<file path="src/rtl/id_stage.sv">
// RV32I/RV32E decode stage: decodes OP-IMM, OP, LUI and AUIPC into ALU operands and
// controls, with a pending-write scoreboard that stalls issue on RAW/WAW hazards.
module id_stage #(
    parameter bit RV32E = 1'b0,
    parameter int NREG  = RV32E ? 16 : 32
) (
    input  logic        clk,
    input  logic        rst_n,
    input  logic        in_valid,
    output logic        in_ready,
    input  logic [31:0] inst_i,
    input  logic [31:0] inst_addr_i,
    output logic [4:0]  rs1_addr_o,
    output logic [4:0]  rs2_addr_o,
    input  logic [31:0] rs1_data_i,
    input  logic [31:0] rs2_data_i,
    input  logic        wb_en_i,
    input  logic [4:0]  wb_addr_i,
    input  logic        flush_i,
    output logic        out_valid,
    input  logic        out_ready,
    output logic [31:0] inst_o,
    output logic [31:0] inst_addr_o,
    output logic [31:0] op1_o,
    output logic [31:0] op2_o,
    output logic [3:0]  alu_op_o,
    output logic [4:0]  rd_addr_o,
    output logic        reg_wen_o,
    output logic        illegal_o
);
    localparam logic [6:0] OPC_OPIMM = 7'b0010011;
    localparam logic [6:0] OPC_OP    = 7'b0110011;
    localparam logic [6:0] OPC_LUI   = 7'b0110111;
    localparam logic [6:0] OPC_AUIPC = 7'b0010111;

    localparam logic [3:0] ALU_ADD = 4'd0, ALU_SUB = 4'd1, ALU_SLL = 4'd2, ALU_SLT = 4'd3,
                           ALU_SLTU = 4'd4, ALU_XOR = 4'd5, ALU_SRL = 4'd6, ALU_SRA = 4'd7,
                           ALU_OR = 4'd8, ALU_AND = 4'd9;

    // Bits outside the implemented register file (and x0) can never become pending.
    localparam logic [31:0] PEND_MASK =
        ((NREG >= 32) ? 32'hFFFF_FFFF : ((32'd1 << NREG) - 32'd1)) & 32'hFFFF_FFFE;

    function automatic logic [3:0] alu_from_f3(input logic [2:0] f3, input logic alt);
        case (f3)
            3'b000:  return alt ? ALU_SUB : ALU_ADD;
            3'b001:  return ALU_SLL;
            3'b010:  return ALU_SLT;
            3'b011:  return ALU_SLTU;
            3'b100:  return ALU_XOR;
            3'b101:  return alt ? ALU_SRA : ALU_SRL;
            3'b110:  return ALU_OR;
            default: return ALU_AND;
        endcase
    endfunction

    function automatic logic pend_hit(input logic [31:0] pend, input logic [4:0] idx);
        return (idx != 5'd0) && pend[idx];
    endfunction

    logic [6:0]         opcode;
    logic [2:0]         f3;
    logic [6:0]         f7;
    logic [4:0]         rs1_idx, rs2_idx, rd_idx;
    logic signed [31:0] imm_i_s;
    logic [31:0]        imm_u, shamt_z;

    assign opcode  = inst_i[6:0];
    assign rd_idx  = inst_i[11:7];
    assign f3      = inst_i[14:12];
    assign rs1_idx = inst_i[19:15];
    assign rs2_idx = inst_i[24:20];
    assign f7      = inst_i[31:25];
    assign imm_i_s = {{20{inst_i[31]}}, inst_i[31:20]};
    assign imm_u   = {inst_i[31:12], 12'b0};
    assign shamt_z = {27'b0, inst_i[24:20]};

    logic        use_rs1, use_rs2, use_rd;
    logic        ill_p0, wen_p0;
    logic [31:0] op1_p0, op2_p0;
    logic [3:0]  alu_p0;
    logic [4:0]  rd_p0;

    always_comb begin
        use_rs1 = 1'b0;
        use_rs2 = 1'b0;
        use_rd  = 1'b0;
        ill_p0  = 1'b1;
        op1_p0  = 32'd0;
        op2_p0  = 32'd0;
        alu_p0  = ALU_ADD;
        case (opcode)
            OPC_OPIMM: begin
                use_rs1 = 1'b1;
                use_rd  = 1'b1;
                op1_p0  = rs1_data_i;
                op2_p0  = imm_i_s;
                alu_p0  = alu_from_f3(f3, (f3 == 3'b101) && f7[5]);
                ill_p0  = 1'b0;
                if (f3 == 3'b001) begin
                    op2_p0 = shamt_z;
                    ill_p0 = (f7 != 7'b0000000);
                end else if (f3 == 3'b101) begin
                    op2_p0 = shamt_z;
                    ill_p0 = (f7 != 7'b0000000) && (f7 != 7'b0100000);
                end
            end
            OPC_OP: begin
                use_rs1 = 1'b1;
                use_rs2 = 1'b1;
                use_rd  = 1'b1;
                op1_p0  = rs1_data_i;
                op2_p0  = rs2_data_i;
                alu_p0  = alu_from_f3(f3, f7[5]);
                ill_p0  = !((f7 == 7'b0000000) ||
                            ((f7 == 7'b0100000) && ((f3 == 3'b000) || (f3 == 3'b101))));
            end
            OPC_LUI: begin
                use_rd = 1'b1;
                op2_p0 = imm_u;
                ill_p0 = 1'b0;
            end
            OPC_AUIPC: begin
                use_rd = 1'b1;
                op1_p0 = inst_addr_i;
                op2_p0 = imm_u;
                ill_p0 = 1'b0;
            end
            default: ;
        endcase
        if (RV32E && ((use_rs1 && rs1_idx[4]) || (use_rs2 && rs2_idx[4]) || (use_rd && rd_idx[4])))
            ill_p0 = 1'b1;
        rd_p0  = use_rd ? rd_idx : 5'd0;
        wen_p0 = use_rd && (rd_idx != 5'd0) && !ill_p0;
        if (ill_p0) begin
            op1_p0 = 32'd0;
            op2_p0 = 32'd0;
            alu_p0 = ALU_ADD;
            rd_p0  = 5'd0;
        end
    end

    assign rs1_addr_o = use_rs1 ? rs1_idx : 5'd0;
    assign rs2_addr_o = use_rs2 ? rs2_idx : 5'd0;

    logic        vld_p1, wen_p1;
    logic [31:0] pend_p1, pend_nxt;
    logic [4:0]  rd_p1;
    logic        hazard, accept;

    // Illegal instructions read nothing, so they never wait on the scoreboard.
    assign hazard = (!ill_p0 && use_rs1 && pend_hit(pend_p1, rs1_idx)) |
                    (!ill_p0 && use_rs2 && pend_hit(pend_p1, rs2_idx)) |
                    (wen_p0 && pend_hit(pend_p1, rd_idx));
    assign in_ready = (!vld_p1 || out_ready) && !hazard && !flush_i;
    assign accept   = in_valid && in_ready;

    always_comb begin
        pend_nxt = pend_p1;
        if (wb_en_i)
            pend_nxt[wb_addr_i] = 1'b0;
        if (flush_i && vld_p1 && wen_p1)
            pend_nxt[rd_p1] = 1'b0;
        if (accept && wen_p0)
            pend_nxt[rd_p0] = 1'b1;
        pend_nxt = pend_nxt & PEND_MASK;
    end

    // Stage boundary: decoded instruction into the output register.
    always_ff @(posedge clk or negedge rst_n) begin
        if (!rst_n) begin
            vld_p1      <= 1'b0;
            pend_p1     <= 32'd0;
            inst_o      <= 32'd0;
            inst_addr_o <= 32'd0;
            op1_o       <= 32'd0;
            op2_o       <= 32'd0;
            alu_op_o    <= 4'd0;
            rd_p1       <= 5'd0;
            wen_p1      <= 1'b0;
            illegal_o   <= 1'b0;
        end else begin
            pend_p1 <= pend_nxt;
            if (accept) begin
                vld_p1      <= 1'b1;
                inst_o      <= inst_i;
                inst_addr_o <= inst_addr_i;
                op1_o       <= op1_p0;
                op2_o       <= op2_p0;
                alu_op_o    <= alu_p0;
                rd_p1       <= rd_p0;
                wen_p1      <= wen_p0;
                illegal_o   <= ill_p0;
            end else if (flush_i || out_ready) begin
                vld_p1 <= 1'b0;
            end
        end
    end

    assign out_valid = vld_p1;
    assign rd_addr_o = rd_p1;
    assign reg_wen_o = wen_p1;

endmodule

</file>
<file path="config.mk">
export PLATFORM = sky130hd
export DESIGN_NAME = id_stage
export DESIGN_NICKNAME = d
export VERILOG_FILES = /design/src/rtl/id_stage.sv
export SDC_FILE = /design/constraint.sdc
export NUM_CORES = 1
export LEC_CHECK = 0
export CAP_MARGIN = 20
export CORE_ASPECT_RATIO = 0.8
export CORE_MARGIN = 1.5
export CORE_UTILIZATION = 40
export CTS_CLUSTER_SIZE = 20
export DETAILED_ROUTE_END_ITERATION = 10
export GPL_ROUTABILITY_DRIVEN = 0
export PLACE_DENSITY = 0.7
export RECOVER_POWER = 100
export SYNTH_ARGS = -nofsm -noshare
export SYNTH_HDL_FRONTEND = slang
export SYNTH_SLANG_ARGS = --single-unit
export TNS_END_PERCENT = 50
</file>
<file path="constraint.sdc">
create_clock -name clk -period 3.78 [get_ports clk]
set_input_delay 0.567 -clock clk [delete_from_list [all_inputs] [get_ports clk]]
set_output_delay 0.567 -clock clk [all_outputs]
set_load 0.005 [all_outputs]
</file>
Word-level counts from Yosys, hierarchy flattened
Cells that the tools add are included.

cells by class
  order comparisons = 9
  equality and inequality tests = 12
  mux-type cells = 41
  bitwise logic cells = 7
  reductions and logical operators = 41

operator list
  cell                                                                count
  two-way mux 32 bit                                                  7
  one-hot mux 32 bit (3 select lines)                                 1
  bitwise AND 32 bit                                                  2
  inverter 32 bit                                                     2
  one-hot mux 32 bit (2 select lines)                                 1
  one-hot mux 4 bit (7 select lines)                                  2
  < comparator 5 x 6 -> 1 bit (second input constant)                 6
  bitwise OR 32 bit                                                   1
  logical AND 1 bit                                                   22
  equality test 7 x 6 -> 1 bit (second input constant)                3
  two-way mux 5 bit                                                   4
  two-way mux 1 bit                                                   17
  binary-select mux 1 bit (select 5 bit)                              3
  demux 1 bit (select 5 bit)                                          3
  greater-or-equal comparator 5 x 1 -> 1 bit (second input constant)  3
  nonzero test 5 bit                                                  3
  equality test 7 x 5 -> 1 bit (second input constant)                2
  equality test 3 bit (second input constant)                         3
  one-hot mux 4 bit (2 select lines)                                  1
  zero test 7 bit                                                     1
  != test 7 x 6 -> 1 bit (second input constant)                      1
  nonzero test 7 bit                                                  1
  equality test 3 x 2 -> 1 bit (second input constant)                2
  zero test 1 bit                                                     5
  other kinds (9)                                                     14

word-level totals
  flip-flop bits (word level) = 171
  input bits = 139
  output and inout port bits = 151
  logic and storage cells = 120

Longest topological paths before layout
Gate-level depths: netlist of the first run.

  word-level depth = 17
  gate-level depth with buffers = 13
  depth with buffers taken out = 7

Least setup slack after synthesis of the first run
Ideal clock, no wire load.

  path kind = input -> output
  start point = input port inst_i[9]
  end point = output port in_ready
  arrival = 2.860 ns
  data required time = 3.213 ns
  path slack = 0.353 ns
  stages on the path = 10
  path buffers = 4
  cell sequence = clkbuf_1 buf_1 mux4_2 a21oi_1 o21ai_0 a211oi_1 o211a_1 clkbuf_1 clkbuf_1 a21boi_0

on the way
  longest elaborated chain between the ends = 8
  elaborated cells on any way between the ends = 11
  those cells by class = mux (2); bitwise (1); reduce/logical (8)

RTL lines
  element                                                                              line     RTL
  start: declaration                                                                   11       input logic [31:0] inst_i,
  binary-select mux 1 bit (select 5 bit) / nonzero test 5 bit (equally long branches)  58, 134
  two-way mux 1 bit (implied by the code) / logical AND 1 bit (equally long branches)  58, 134
  logical AND 1 bit (on tied branches)                                                 58, 134
  logical AND 1 bit (*)                                                                154      (wen_p0 && pend_hit(pend_p1, rd_idx));
  bitwise OR 1 bit (*)                                                                 153      (!ill_p0 && use_rs2 && pend_hit(pend_p1, rs2_idx)) |
  zero test 1 bit (*)                                                                  155      assign in_ready = (!vld_p1 || out_ready) && !hazard && !flush_i;
  logical AND 1 bit (*) (2 in series)                                                  155
  end: declaration                                                                     10       output logic in_ready,

Mark *: on every way between the ends. The rest lies on a longest branch, timed or not. The select of a mux whose other input is x is not followed.

Final worst setup path of the first run
  start point = input port inst_i[28]
  end point = output port in_ready

on the way
  longest elaborated chain between the ends = 13
  elaborated cells on any way between the ends = 23
  those cells by class = eq/ne (2); mux (3); bitwise (2); reduce/logical (16)

RTL lines
  element                                                       line           RTL
  != test 7 x 6 -> 1 bit, or another cell as far along          105            ill_p0 = (f7 != 7'b0000000) && (f7 != 7'b0100000);
  logical AND 1 bit (on tied branches)                          105, 116
  two-way mux 1 bit / logical OR 1 bit (equally long branches)  103, 115
  two-way mux 1 bit / zero test 1 bit (equally long branches)   100, 115
  one-hot mux 1 bit (3 select lines) (*)                        92             case (opcode)
  zero test 1 bit (*)                                           134, 152, 153
  logical AND 1 bit (on tied branches) (2 in series)            152, 153
  bitwise OR 1 bit                                              152            assign hazard = (!ill_p0 && use_rs1 && pend_hit(pend_p1, rs1_idx)) |
  bitwise OR 1 bit (*)                                          153
  zero test 1 bit (*)                                           155
  logical AND 1 bit (*) (2 in series)                           155

Mark *: on every way between the ends. The rest lies on a longest branch, timed or not.

==> impl_metrics.json, run 1 <==
{
  "status": "complete, but fails checks",
  "violations": "max-capacitance violations, max-slew violations",
  "clkSinkCount": 171,
  "vias": 8148,
  "area_growth_pct": 44.43,
  "slew_violations": 93,
  "synth_seq_cells": 171,
  "synth_area_um2": 9051,
  "skew_ns": 0.01404,
  "dp_hpwl_mm": 23.12,
  "synthesis.instances": 791,
  "worst_setup_path_end_kind": "output port",
  "relSlewSlack_pct": -59.02,
  "clkTransAtPathRegs_ns": 0.07,
  "timing.final.ws_setup_ns": 0.1677,
  "fmax_mhz": 276.8,
  "root_buffer": "clkbuf_16",
  "core_um2": 22320,
  "vdd_drop_max_uv": 229.8,
  "viasPerCell": 5.746,
  "grt_pass1_wl_mm": 47.44,
  "die_w_um": 171.2,
  "synth-edff-count": 0,
  "leakage_nw": 5.502,
  "syn_nets": 930,
  "crit_required_ns": 3.21,
  "min_period_over_period_pct": 95.56,
  "hold_violations": 0,
  "power.density_nw_per_um2": 382.6,
  "final_cells": 1418,
  "power.total_mw": 5.002,
  "io_buffers": 289,
  "ctsHoldBuffers": 0,
  "clk_latency_ns": 0.44,
  "rows": 49,
  "syn_avg_cell_area_um2": 11.44,
  "finalNetCount": 1238,
  "maxCapViolCount": 1,
  "layout_common_cells": "dfrtp_1 (171), clkdlybuf4s50_1 (142), dlygate4sd3_1 (142)",
  "arrival_ns": 3.05,
  "pin_count": 290,
  "drt_wl_total_mm": 31.74,
  "diodes": 0,
  "cts_tree": "done",
  "drc_errors": 0,
  "async_reset_ff_share_pct": 100.0,
  "first_global_vias": 7784,
  "die_area_um2": 23550,
  "die_h_um": 137.5,
  "pre_cts_ws_ns": -0.4324,
  "clockBufferDepth": 2,
  "dp.cells": 1383,
  "antenna_found_initial": 0,
  "grt_use_total_pct": 26.79,
  "tightest_slew_ns": 2.385,
  "initial_core_util_pct": 40.56,
  "criticalPathCategory": "in -> out",
  "overflow": 0,
  "finalSetupViolations": 0,
  "worst-path-max-fanout": 2,
  "synth_top_flop_cell": "dfrtp_1",
  "drt_iter0_drc": 597,
  "drive_above_1_share_pct": 15.74,
  "final_common_cell": "dfrtp_1",
  "ys_warn_count": 0,
  "ys_seq_area_share_pct": 47.28,
  "grt_max_degree": 93,
  "ys_types": 48,
  "numCtsBuffers": 17,
  "rsz0062_at_grt": "false",
  "htreeDepth": 4,
  "firstDrtPassIters": 5,
  "routedWlPerCell_um": 22.38,
  "min_path_type": "reg -> reg",
  "critPathLaunchType": "input port",
  "drt.antenna.violating_nets": 0,
  "post-route-min-period_ns": 3.612
}
[final cells by class]
class / count / area [um^2]
clock buffer: 18 / 429.2
clock inverter: 14 / 178.9
fill: 1934 / 9244
inverter: 8 / 30.03
multi-input combinational: 538 / 4227
sequential: 171 / 4279
tap: 306 / 382.9
timing repair buffer: 363 / 3546
[flip-flops by register name, summed over array words and instances (netlist names)]
| register | cells |
|---|---|
| alu_op_o | 4 |
| illegal_o | 1 |
| inst_addr_o | 32 |
| inst_o | 32 |
| op1_o | 32 |
| op2_o | 32 |
| out_valid | 1 |
| pend_p1 | 31 |
| rd_addr_o | 5 |
| reg_wen_o | 1 |
[path summary, 6_finish.rpt]
kind / start / to / slack, ns / cells past startpoint
worst max register to register: pend_p1[14]$_DFF_PN0_ / inst_addr_o[27]$_DFFE_PN0P_ / 0.31 / 11
worst min-delay path: inst_addr_o[25]$_DFFE_PN0P_ / inst_addr_o[25]$_DFFE_PN0P_ / 0.48 / 1
min in group asynchronous: rst_n / inst_addr_o[19]$_DFFE_PN0P_ / 0.80 / 1
worst min register to register: inst_addr_o[25]$_DFFE_PN0P_ / inst_addr_o[25]$_DFFE_PN0P_ / 0.48 / 1
max in group asynchronous: rst_n / pend_p1[14]$_DFF_PN0_ / 0.87 / 2
worst max-delay path: inst_i[28] / in_ready / 0.17 / 10
[critical path, stage by stage]
cell             delay, ns
clkdlybuf4s50_1       0.42
or4_4                 0.59
a2111oi_4             0.29
buf_1                 0.16
or4_1                 0.14
o211ai_1              0.11
o211a_1               0.28
a21boi_2              0.19
buf_4                 0.15
dlymetal6s2s_1        0.14
[metal layers]
metal	vias to the layer above	track usage, %	share of wire [%]
li1	3635	-	-
met1	4056	37.28	43
met2	414	41.46	46
met3	43	7.009	9.2
met4	0	6.871	1.9
met5	-	0	0
[repair_timing]
item / 4_1_cts / 5_1_grt
gates cloned: 0 / 1
setup buffers: 1 / 1
gates resized for setup: 9 / 6
endpoints found under the setup margin: 1 / 1
pin swaps: 3 / 3
[power by group]
group          switching, mW  total, mW  internal, mW
Clock                  0.817       1.82          1.00
Sequential             0.102       2.12          2.02
Combinational          0.463       1.06         0.595
Total                   1.38       5.00          3.62
[metrics by stage]
step | setup TNS, ns | utilization, % | area [um^2] | hold slack (ns)
5_1_grt | 0 | 58.58 | 13070 | 0.4959
2_1_floorplan | 0 | - | 9051 | 0.2714
4_1_cts | 0 | 59.53 | 13290 | 0.2452
3_5_place_dp | -19.58 | 56.62 | 12630 | 0.4903
6_report | 0 | 58.58 | 13070 | 0.4828
3_3_place_gp | -16.05 | 56.62 | 12630 | 0.4808
[kinds of logic after synthesis]
kind of cell | Yosys count | synth area share (%)
AOI/OAI and AO/OA | 253 | 19.01
xor gates and xnor gates | 1 | 0.09678
muxes | 149 | 21.23
and+or+nand+nor | 135 | 8.018
DFF | 171 | 47.28
buffers and inverters | 82 | 4.368
[cell usage after synthesis, drive strengths merged (2+ instances only)]
cell | count | area (um^2)
mux2i | 39 | 390.4
nand4 | 2 | 12.51
buf | 24 | 177.7
clkbuf | 50 | 187.7
and3 | 7 | 43.79
nand2 | 28 | 105.1
a2111oi | 3 | 27.53
a21oi | 94 | 474.2
nor2b | 10 | 62.56
nand2b | 8 | 50.05
nand3b | 10 | 75.07
a221o | 2 | 20.02
or3 | 5 | 31.28
o221ai | 31 | 271.5
nor3 | 6 | 30.03
nor2 | 22 | 82.58
o21ai | 7 | 35.03
a21boi | 8 | 60.06
mux2 | 103 | 1374
or3b | 4 | 35.03
inv | 8 | 30.03
mux4 | 7 | 157.7
dfrtp | 171 | 4279
o22ai | 2 | 12.51
o41ai | 7 | 61.31
or4 | 2 | 15.01
a22oi | 61 | 457.9
a31o | 6 | 52.55
and2 | 13 | 81.33
o211a | 2 | 20.02
nand3 | 14 | 70.07
o31ai | 25 | 187.7
(Power assumes the default switching activity.)
==> inputs of run 2 (changes only) <==
--- a/config.mk
+++ b/config.mk
@@ -5,13 +5,14 @@
 export SDC_FILE = /design/constraint.sdc
 export NUM_CORES = 1
 export LEC_CHECK = 0
-export CAP_MARGIN = 20
+export CAP_MARGIN = 10
 export CORE_ASPECT_RATIO = 0.8
 export CORE_MARGIN = 1.5
 export CORE_UTILIZATION = 40
 export CTS_CLUSTER_SIZE = 20
 export DETAILED_ROUTE_END_ITERATION = 10
 export GPL_ROUTABILITY_DRIVEN = 0
+export GPL_TIMING_DRIVEN = 0
 export PLACE_DENSITY = 0.7
 export RECOVER_POWER = 100
 export SYNTH_ARGS = -nofsm -noshare
==> run 2 against run 1 <==
The flow still finishes with violations (max-capacitance violations, max-slew violations). Combinational power barely moved. Sequential share of layout area rose by 0.82 points. Power fell by 0.74%. Largest cell class unchanged.
==> impl_metrics.json, run 2 (same netlist as run 1, synthesis figures left out) <==
{
  "fill_cells": 1956,
  "final_util_pct": 57.15,
  "first_global_vias": 7810,
  "hold_depth": 1,
  "drive_above_1_share_pct": 12.83,
  "worst-path-max-fanout": 10,
  "ctsHoldBuffers": 0,
  "finalNetCount": 1233,
  "root_buffer": "clkbuf_16",
  "clockBufferDepth": 2,
  "initial_core_util_pct": 40.56,
  "clk_latency_ns": 0.44,
  "holdWs_ns": 0.4801,
  "p_int_mw": 3.530,
  "finalSetupViolations": 0,
  "switching_share_pct": 28.91,
  "htreeDepth": 4,
  "clkTransAtPathRegs_ns": 0.07,
  "overflow": 0,
  "p_clk_share_pct": 36.5,
  "final_common_cell": "dfrtp_1",
  "r2r_end": "op2_o[31]$_DFFE_PN0P_",
  "rsz0062_at_grt": "false",
  "drc_errors": 0,
  "layout_common_cells": "dfrtp_1 (171), dlygate4sd3_1 (142), clkdlybuf4s50_1 (126)",
  "critPathLaunchType": "input port",
  "dp.cells": 1377,
  "dp_hpwl_mm": 24.15,
  "maxCapViolCount": 1,
  "tightest_slew_ns": 2.046,
  "core_um2": 22320,
  "viasPerCell": 5.739,
  "multi_input_area_um2": 4229,
  "power.density_nw_per_um2": 389.3,
  "cts_tree": "done",
  "p_comb_share_pct": 20.8,
  "min_period_over_period_pct": 98.65,
  "antenna_found_initial": 0,
  "worstReg2RegStart": "pend_p1[12]$_DFF_PN0_",
  "area_growth_pct": 40.92,
  "grt_max_degree": 94,
  "criticalPathCategory": "in -> out",
  "post-route-min-period_ns": 3.729,
  "final_cells": 1413,
  "rr_worst_depth": 11,
  "crit_required_ns": 3.21,
  "status": "complete, but fails checks",
  "drt.antenna.violating_nets": 0,
  "reg2reg_slack_ns": 0.52,
  "holdPathEnd": "inst_o[29]$_DFFE_PN0P_",
  "rows": 49,
  "pin_count": 290,
  "arrival_ns": 3.16,
  "drt_iter0_drc": 846,
  "die_w_um": 171.2,
  "leakage_nw": 5.329,
  "vdd_drop_max_uv": 328.3,
  "firstDrtPassIters": 7,
  "routedWlPerCell_um": 22.78,
  "grt_use_total_pct": 26.90,
  "min_path_type": "reg -> reg",
  "skew_ns": 0.01272,
  "p_sw_mw": 1.435,
  "grt_pass1_wl_mm": 47.51,
  "fmax_mhz": 268.2,
  "io_buffers": 279,
  "diodes": 0,
  "drt_wl_total_mm": 32.19,
  "worst_setup_path_end_kind": "output port",
  "relSlewSlack_pct": -36.43,
  "min-delay-start": "inst_o[29]$_DFFE_PN0P_",
  "numCtsBuffers": 17,
  "hold_violations": 0,
  "violations": "max-capacitance violations, max-slew violations",
  "slew_violations": 80,
  "die_area_um2": 23550,
  "die_h_um": 137.5,
  "seqCellArea_um2": 4279,
  "vias": 8109,
  "clkSinkCount": 171,
  "seqPwrFrac_pct": 42.7
}
-- run 2: worst max-delay path by stage --
stage | from | endpoint | slack (ns)
floorplan | inst_i[9] | in_ready | 0.35
global placement | rst_n | illegal_o$_DFFE_PN0P_ | -5.11
detailed placement | inst_i[21] | in_ready | -1.54
CTS | inst_i[2] | in_ready | 0.02
global route | inst_i[25] | in_ready | 0.007
finish | inst_i[21] | in_ready | 0.05
-- run 2: cell type report --
cell class,instances,share of cell area (%)
Clock buffer,17,3.335
Clock inverter,15,1.432
Buffer,74,3.149
Sequential cell,171,33.55
Inverter,8,0.2354
Tap cell,306,3.002
Timing Repair Buffer,284,22.14
Multi-Input combinational cell,538,33.16
-- run 2: routing by layer --
layer	track usage (%)	up-vias	wire, um
li1	-	3626	-
met1	37.11	4032	13770
met2	41.44	413	14670
met3	7.957	38	3188
met4	6.628	0	565
met5	0	-	0
-- run 2: power groups by stage --
stage | Combinational, mW | Sequential [mW] | Clock (mW)
after floorplan | 0.451 | 2.17 | 0
after global placement | 1.18 | 2.16 | 0
after detailed placement | 1.19 | 2.17 | 0
after CTS | 1.21 | 2.13 | 1.83
after global routing | 1.11 | 2.14 | 1.91
final | 1.03 | 2.12 | 1.81
-- run 2: critical path: stages --
cell           delay [ns]
dlygate4sd2_1        0.38
clkbuf_8             0.26
mux4_2               0.30
mux2i_1              0.28
o22ai_1              0.14
nand3_1              0.11
o211a_1              0.22
clkbuf_8             0.20
clkbuf_8             0.17
a21boi_1             0.24
dlygate4sd2_1        0.29
-- run 2: stage by stage --
stage | worst slack [ns] | area [um^2] | power, mW | setup TNS, ns
global route | 0.007227 | 12750 | 5.155 | 0
floorplan | 0.3532 | 9051 | 2.620 | 0
detailed placement | -1.539 | 12260 | 3.358 | -52.17
global placement | -5.109 | 12230 | 3.336 | -919.05
CTS | 0.02103 | 12950 | 5.173 | 0
finish | 0.05085 | 12750 | 4.965 | 0
-- run 2: repair_timing --
action | in CTS | in global routing
endpoints found under the setup margin | 1 | 139
resized for setup | 29 | 14
buffers inserted | 2 | 2
pin swaps | 4 | 4
==> inputs of run 3 (changes only) <==
--- a/config.mk
+++ b/config.mk
@@ -8,12 +8,12 @@
 export CAP_MARGIN = 10
 export CORE_ASPECT_RATIO = 0.8
 export CORE_MARGIN = 1.5
-export CORE_UTILIZATION = 40
+export CORE_UTILIZATION = 47
 export CTS_CLUSTER_SIZE = 20
 export DETAILED_ROUTE_END_ITERATION = 10
 export GPL_ROUTABILITY_DRIVEN = 0
 export GPL_TIMING_DRIVEN = 0
-export PLACE_DENSITY = 0.7
+export PLACE_DENSITY = 0.8
 export RECOVER_POWER = 100
 export SYNTH_ARGS = -nofsm -noshare
 export SYNTH_HDL_FRONTEND = slang
==> run 3 against run 2 <==
The run still ends with max-capacitance violations, max-slew violations left. Maximum frequency shrank 0.89%. First-iteration DRC count grew 5.3%. Combinational power is essentially flat. Setup slack lost 0.034 ns. Highest routed layer unchanged. Via count grew 2.5%. Critical path type is now in -> reg.
==> impl_metrics.json, run 3 (same netlist as run 1, synthesis figures left out) <==
{
  "status": "complete, but fails checks",
  "violations": "max-capacitance violations, max-slew violations",
  "die_area_um2": 20100,
  "pin_count": 290,
  "htreeDepth": 4,
  "worstReg2RegStart": "pend_p1[7]$_DFF_PN0_",
  "ctsHoldBuffers": 0,
  "hold_depth": 1,
  "firstDrtPassIters": 6,
  "pre_cts_ws_ns": -1.168,
  "arrival_ns": 4.07,
  "drc_errors": 0,
  "rr_worst_depth": 11,
  "rows": 45,
  "vdd_drop_max_uv": 201.3,
  "worst-path-max-fanout": 10,
  "critPathLaunchType": "input port",
  "power.density_nw_per_um2": 386.0,
  "core_um2": 18920,
  "numCtsBuffers": 17,
  "fill_cells": 1490,
  "crit_required_ns": 4.08,
  "clk_latency_ns": 0.44,
  "drt_iter0_drc": 891,
  "first_global_vias": 8244,
  "initial_core_util_pct": 47.84,
  "drt.antenna.violating_nets": 0,
  "clkTransAtPathRegs_ns": 0.07,
  "area_growth_pct": 40.61,
  "vias": 8310,
  "min_path_type": "reg -> reg",
  "design_area_um2": 12730,
  "holdPathEnd": "inst_addr_o[26]$_DFFE_PN0P_",
  "fmax_mhz": 265.8,
  "grt_max_degree": 98,
  "tightest_slew_ns": 1.889,
  "io_buffers": 279,
  "root_buffer": "clkbuf_16",
  "min-delay-start": "inst_addr_o[26]$_DFFE_PN0P_",
  "relSlewSlack_pct": -25.95,
  "placed_cell_area_um2": 12200,
  "layout_common_cells": "dfrtp_1 (171), dlygate4sd3_1 (141), clkdlybuf4s50_1 (128)",
  "dp_hpwl_mm": 23.65,
  "overflow": 0,
  "die_h_um": 127.1,
  "rsz0062_at_grt": "false",
  "cts_tree": "done",
  "drive_above_1_share_pct": 14.18,
  "diodes": 0,
  "maxCapViolCount": 1,
  "worst_setup_path_end_kind": "flip-flop",
  "min_period_over_period_pct": 99.54,
  "viasPerCell": 6.088,
  "clkSinkCount": 171,
  "skew_ns": 0.01413,
  "hold_violations": 0,
  "routedWlPerCell_um": 23.15,
  "slew_violations": 76,
  "die_w_um": 158.2,
  "drt_wl_total_mm": 31.60,
  "leakage_nw": 5.383,
  "finalSetupViolations": 0,
  "finalNetCount": 1233,
  "timing.final.ws_setup_ns": 0.01722,
  "criticalPathCategory": "in -> reg",
  "final_common_cell": "dfrtp_1",
  "clockBufferDepth": 2,
  "post-route-min-period_ns": 3.763,
  "power.total_mw": 4.913,
  "r2r_end": "inst_addr_o[14]$_DFFE_PN0P_",
  "antenna_found_initial": 0,
  "reg2reg_slack_ns": 0.58,
  "grt_use_total_pct": 31.71,
  "grt_pass1_wl_mm": 47.96
}
-- run 3: cell types whose count changed in the layout (fill, tap and decap cells not counted), moves of 4 or more --
cell / delta
mux2_1: -16
dlygate4sd2_1: -4
clkinv_8: -4
mux2_4: +16
-- run 3: stage by stage --
step / std cells / util [%] / hold WS (ns) / setup TNS, ns
finish: 1365 / 67.28 / 0.4840 / 0
global route: 1365 / 67.28 / 0.4959 / 0
CTS: 1364 / 67.98 / 0.1178 / 0
detailed placement: 1329 / 64.48 / 0.4842 / -40.03
global placement: 1328 / 64.31 / 0.4778 / -879.63
floorplan: 791 / - / 0.2714 / 0
-- run 3: what timing repair did --
item | in CTS | in global routing
resized for setup | 24 | 27
pin swaps | 2 | 4
setup buffers | 3 | 1
endpoints found under the setup margin | 1 | 51
-- run 3: worst max-delay path, stage by stage --
cell and delay [ns]:
clkdlybuf4s50_1 0.51, buf_2 0.32, clkbuf_4 0.36, mux2i_1 0.39, nand2_1 0.10, nand3_1 0.10, nand4_1 0.22, a21boi_1 0.33
and2_0 0.16, clkbuf_1 0.23, buf_6 0.22, buf_6 0.19, mux2_1 0.35
-- run 3: worst max-delay path by stage --
stage          slack [ns]  startpoint  cells past startpoint                          end
2_1_floorplan        0.35   inst_i[9]                     10                     in_ready
3_3_place_gp        -4.93       rst_n                      1       inst_o[10]$_DFFE_PN0P_
3_5_place_dp        -1.17   inst_i[9]                     11                     in_ready
4_1_cts              0.01  inst_i[21]                     11                     in_ready
5_1_grt             0.003   out_ready                     10                     in_ready
6_report             0.02  inst_i[15]                     13  inst_addr_o[14]$_DFFE_PN0P_
-- run 3: layer usage --
| layer | up-vias | GRT usage, % | wire, um |
|---|---|---|---|
| li1 | 3629 | - | - |
| met1 | 4071 | 43.18 | 12880 |
| met2 | 517 | 47.32 | 14040 |
| met3 | 93 | 8.989 | 3525 |
| met4 | 0 | 13.80 | 1154 |
| met5 | - | 0 | 0 |
-- run 3: layout make-up --
type	count	area [um^2]	area share, %
multi-input cells	538	4293	33.73
inverters	8	30.03	0.2359
well taps	258	322.8	2.536
clock buffers	19	432.9	3.401
clock inverters	13	135.1	1.062
flip-flops and latches	171	4279	33.62
repair buffers	284	2829	22.23
plain buffers	74	405.4	3.185
-- run 3: report_power, final --
| group | switching [mW] | total (mW) | internal (mW) |
|---|---|---|---|
| Clock | 0.796 | 1.72 | 0.925 |
| Sequential | 0.107 | 2.13 | 2.02 |
| Combinational | 0.473 | 1.06 | 0.591 |
